<file path="src/rtl/chimera_widemem_bypass_ctrl.sv">
module chimera_widemem_bypass_ctrl #(
  parameter int unsigned MaxOutstanding = 8,
  parameter int unsigned SettleCycles   = 4,
  parameter logic        BypassRst      = 1'b0,
  localparam int unsigned CntW          = $clog2(MaxOutstanding + 1)
) (
  input  logic            soc_clk_i,
  input  logic            rst_ni,
  input  logic            bypass_req_i,
  input  logic            aw_valid_i,
  output logic            aw_ready_o,
  output logic            aw_valid_o,
  input  logic            aw_ready_i,
  input  logic            ar_valid_i,
  output logic            ar_ready_o,
  output logic            ar_valid_o,
  input  logic            ar_ready_i,
  input  logic            b_valid_i,
  input  logic            b_ready_i,
  input  logic            r_valid_i,
  input  logic            r_ready_i,
  input  logic            r_last_i,
  output logic            widemem_bypass_o,
  output logic            busy_o,
  output logic [CntW-1:0] wr_cnt_o,
  output logic [CntW-1:0] rd_cnt_o
);

  localparam int unsigned SetW = (SettleCycles > 1) ? $clog2(SettleCycles) : 1;

  typedef enum logic [1:0] {
    IDLE,
    DRAIN,
    SWITCH,
    SETTLE
  } state_e;

  state_e            state_q, state_d;
  logic              bypass_q, bypass_d;
  logic [SetW-1:0]   settle_q, settle_d;
  logic [CntW-1:0]   wr_cnt_q, wr_cnt_d;
  logic [CntW-1:0]   rd_cnt_q, rd_cnt_d;

  logic stall_aw, stall_ar;
  logic aw_fire, ar_fire, b_fire, r_fire;

  // Stall depends only on registered state, never on the valid inputs.
  assign stall_aw = (state_q != IDLE) | (wr_cnt_q == CntW'(MaxOutstanding));
  assign stall_ar = (state_q != IDLE) | (rd_cnt_q == CntW'(MaxOutstanding));

  assign aw_valid_o = aw_valid_i & ~stall_aw;
  assign aw_ready_o = aw_ready_i & ~stall_aw;
  assign ar_valid_o = ar_valid_i & ~stall_ar;
  assign ar_ready_o = ar_ready_i & ~stall_ar;

  assign aw_fire = aw_valid_o & aw_ready_i;
  assign ar_fire = ar_valid_o & ar_ready_i;
  assign b_fire  = b_valid_i & b_ready_i;
  assign r_fire  = r_valid_i & r_ready_i & r_last_i;

  always_comb begin
    wr_cnt_d = wr_cnt_q;
    if (aw_fire && !b_fire) begin
      wr_cnt_d = wr_cnt_q + CntW'(1);
    end else if (b_fire && !aw_fire && (wr_cnt_q != '0)) begin
      wr_cnt_d = wr_cnt_q - CntW'(1);
    end
  end

  always_comb begin
    rd_cnt_d = rd_cnt_q;
    if (ar_fire && !r_fire) begin
      rd_cnt_d = rd_cnt_q + CntW'(1);
    end else if (r_fire && !ar_fire && (rd_cnt_q != '0)) begin
      rd_cnt_d = rd_cnt_q - CntW'(1);
    end
  end

  always_comb begin
    state_d  = state_q;
    bypass_d = bypass_q;
    settle_d = settle_q;
    unique case (state_q)
      IDLE: begin
        if (bypass_req_i != bypass_q) state_d = DRAIN;
      end
      DRAIN: begin
        if (bypass_req_i == bypass_q) begin
          state_d = IDLE;
        end else if ((wr_cnt_q == '0) && (rd_cnt_q == '0)) begin
          state_d = SWITCH;
        end
      end
      SWITCH: begin
        bypass_d = bypass_req_i;
        settle_d = SetW'(SettleCycles - 1);
        state_d  = SETTLE;
      end
      SETTLE: begin
        if (settle_q == '0) begin
          state_d = IDLE;
        end else begin
          settle_d = settle_q - SetW'(1);
        end
      end
      default: state_d = IDLE;
    endcase
  end

  always_ff @(posedge soc_clk_i or negedge rst_ni) begin
    if (!rst_ni) begin
      state_q  <= IDLE;
      bypass_q <= BypassRst;
      settle_q <= '0;
      wr_cnt_q <= '0;
      rd_cnt_q <= '0;
    end else begin
      state_q  <= state_d;
      bypass_q <= bypass_d;
      settle_q <= settle_d;
      wr_cnt_q <= wr_cnt_d;
      rd_cnt_q <= rd_cnt_d;
    end
  end

  assign widemem_bypass_o = bypass_q;
  assign busy_o           = (state_q != IDLE);
  assign wr_cnt_o         = wr_cnt_q;
  assign rd_cnt_o         = rd_cnt_q;

  a_no_b_underflow : assert property (@(posedge soc_clk_i) disable iff (!rst_ni)
    (b_fire && !aw_fire) |-> (wr_cnt_q != '0));
  a_no_r_underflow : assert property (@(posedge soc_clk_i) disable iff (!rst_ni)
    (r_fire && !ar_fire) |-> (rd_cnt_q != '0));

endmodule

</file>
<file path="config.mk">
export PLATFORM = sky130hd
export DESIGN_NAME = chimera_widemem_bypass_ctrl
export DESIGN_NICKNAME = d
export VERILOG_FILES = /design/src/rtl/chimera_widemem_bypass_ctrl.sv
export SDC_FILE = /design/constraint.sdc
export NUM_CORES = 1
export LEC_CHECK = 0
export CELL_PAD_IN_SITES_DETAIL_PLACEMENT = 2
export CELL_PAD_IN_SITES_GLOBAL_PLACEMENT = 2
export CORE_ASPECT_RATIO = 1.5
export CORE_UTILIZATION = 28
export DETAILED_ROUTE_END_ITERATION = 16
export GPL_TIMING_DRIVEN = 0
export PLACE_DENSITY_LB_ADDON = 0.1
export SLEW_MARGIN = 10
export SYNTH_ARGS = -nofsm -noshare
export SYNTH_HDL_FRONTEND = slang
export SYNTH_SLANG_ARGS = --single-unit
</file>
<file path="constraint.sdc">
create_clock -name soc_clk_i -period 2.5 [get_ports soc_clk_i]
set_input_delay 0.625 -clock soc_clk_i [delete_from_list [all_inputs] [get_ports soc_clk_i]]
set_output_delay 0.625 -clock soc_clk_i [all_outputs]
set_load 0.01 [all_outputs]
</file>
==> metrics.csv <==
metric,value,unit
post-synth top area cell,dfrtp_1,
most frequent cells in the layout,"clkdlybuf4s50_1, dfrtp_1, nand2_1",
critical path's largest stage delay,0.47,ns
Die Y,71.4,microns
drt via density,4.91,
Final Cycle Share,0.991,
vias in the first global route,867,
Hold Crit Depth,2,
RSZ-0062 raised after global routing,true,
dpl hpwl,1.81,mm
critical path class,input pin to flip-flop,
WL met2,1.35,mm
Critical Path End Type,flip-flop,
num rows,24,
critical path arrival,2.65,ns
CP startpoint kind,input pin,
metal3 WL,61,microns
number of synthesized register bits,13,
effective utilization at floorplan,0.302,
Layout Skew,0.00218,ns
Final nets,142,
Syn Inst Count,86,
clock-pin slew on the worst setup and hold paths,0.06,ns
antenna violations before repair,0,
placer congestion estimate,0.724,
final setup TNS,0,ns
Hold Crit Endpoint,settle_q[1],
Critical Path RT,2.67,ns
Slew HR,0.566,
detailed-router iteration count before antenna repair,2,
post-synth top area share,0.362,
global route total overflow,0,
final setup fails,0,
H-tree lvl count,1,
DRC viols,0,
global-route wire length before repair,3.94,mm
Synth Flop Type,dfrtp_1,
Die Wd,48.3,microns
Max IR drop VDD,0.486,mV
Worst Path Max Fanout,3,
"commonest non-fill, non-tap cell in the layout",clkdlybuf4s50_1,
sequential-to-total area share from yosys stat,0.362,
GRT Overall Usage,0.162,
die area,3440,sq um
Clock Latency Late Sink,0.25,ns
PwrDens,1110,nW/um^2
Hold Startpoint,settle_q[1],
clk sink count,13,
CP Cell Sequence,clkdlybuf4s50_1 -> nand2_1 -> a211oi_4 -> nand2_2 -> ha_1 -> or2_2 -> and3_1 -> mux2i_1 -> xnor2_1,
Reg2Reg Setup Slack,0.13,ns
CTS tree,yes,
total of max-cap violations,0,
worst flop-to-flop path endpoint,wr_cnt_o[3],
area of the mapped netlist,898,sq um
Routed WL,2.45,mm
Max clock buf depth,2,
syn nets,105,
final-report hold violation count,0,
root buffer cell,clkbuf_8,
IO Count,26,
WL/cell,15.2,microns
port bufs,25,
Syn Area/Cell,10.4,sq um
Leak,0.546,nW
core area,2970,sq um
fmax,404,MHz
Synth-to-Final Area Change,46.4,%
antenna-violating nets left,0,
largest net degree at the start of global routing,14,
CP top delay family,simple AND/OR/NAND/NOR gates,
"Cell Area, Placed",1200,sq um
number of DRC markers in iteration 0,8,
CP max-delay cell,clkdlybuf4s50_1,
Worst Tran Pin Value,0.650,ns
outcome,"complete, no violations",
fin area,1320,sq um
CTS buffer count,3,
Synth async-reset ratio,1.00,
Final Instance Count excl. Fillers,161,
Fillers,321,
Top Layer Used,met4,
max-slew violation count,0,
"top cells by area, synth","dfrtp_1, ha_1, mux2_1",
"EDFF count, synth",0,
Tmin final,2.48,ns
met1 wire length,991,microns
share of cells above drive strength 1,0.197,
Inserted Diodes,0,
dpl cells,150,
buffer and inverter count on the worst path,1,
Vias,791,
YS warnings,0,
Worst Hold Class,flip-flop to flip-flop,
Netlist cell types,32,
reg2reg path depth,9,
-- registers in the layout (all words and copies together) (netlist names), named ones only --
signal / count
rd_cnt_o: 4
settle_q: 2
state_q: 1
widemem_bypass_o: 1
wr_cnt_o: 4
-- cells by family (layout without fill, tap and decap cells) --
kind of cell	after synthesis	count (layout)	share of synthesized area
compound gates	12	12	0.111
xor+xnor	6	6	0.0585
fa+ha+maj	7	7	0.114
buf+inv	4	40	0.0251
flops	13	13	0.362
mux	8	8	0.0975
simple gates	36	36	0.231
-- stage by stage --
step	utilization	total power [mW]	setup WS, ns	hold WS [ns]
final	0.442	1.46	0.0229	0.527
after global routing	0.442	1.57	-0.0892	0.588
after CTS	0.421	1.38	0.0111	0.536
after detailed placement	0.403	1.17	-0.424	0.522
after global placement	0.403	1.13	-0.357	0.517
after floorplan	-	0.829	0.238	0.329
-- cell usage after synthesis, drive strengths merged (2+ instances only) --
cell type,n
nand2,9
a21oi,4
dfrtp,13
or2,2
nand4,2
ha,5
a211oi,2
nor2,5
inv,3
nor2b,3
mux2,6
and2,4
nand3,4
xor2,2
a211o,2
xnor2,4
fa,2
nor4,2
mux2i,2
-- metal layers --
metal	global-route usage	up-vias
li1	-	380
met1	0.197	389
met2	0.265	17
met3	0.0252	5
met4	0.0741	0
met5	0	-
-- worst min-delay path: cells and delay by family, from the launching register on --
kind / cells / cell delay, ns
AND/OR/NAND/NOR: 1 / 0.04
AO/OA/AOI/OAI: 1 / 0.10
flip-flops: 1 / 0.34
-- cell type report --
type / count / area (sq um) / share of cell area
well taps: 39 / 48.8 / 0.0371
multi-input cells: 69 / 569 / 0.433
flip-flops and latches: 13 / 328 / 0.249
plain buffers: 1 / 11.3 / 0.00856
inverters: 3 / 11.3 / 0.00856
repair buffers: 32 / 302 / 0.229
clock buffers: 4 / 45.0 / 0.0343
-- where the power goes --
part | internal (mW) | leakage, nW | switching, mW | total [mW]
combinational | 0.465 | 0.363 | 0.353 | 0.819
clock | 0.113 | 0.0228 | 0.0800 | 0.193
sequential | 0.297 | 0.160 | 0.149 | 0.446
total | 0.875 | 0.546 | 0.582 | 1.46
-- worst max path at each step --
stage | startpoint | slack (ns) | depth (start not counted) | end
4_1_cts | rd_cnt_o[1] | 0.01 | 4 | ar_valid_o
5_1_grt | aw_ready_i | -0.09 | 9 | wr_cnt_o[3]
2_1_floorplan | flip-flop | 0.24 | 9 | wr_cnt_o[3]
3_3_place_gp | aw_ready_i | -0.36 | 9 | wr_cnt_o[3]
3_5_place_dp | aw_valid_i | -0.42 | 9 | wr_cnt_o[3]
6_report | aw_valid_i | 0.02 | 9 | wr_cnt_o[3]
-- what timing repair did --
| action | 4_1_cts | 5_1_grt |
|---|---|---|
| buffers inserted | 1 | 6 |
| pin swaps | 1 | 0 |
| gates resized for setup | 6 | 4 |
| hold buffers | 0 | 0 |
| setup endpoints to repair | 4 | 5 |
Note: power is estimated with default switching activity, not from simulation.
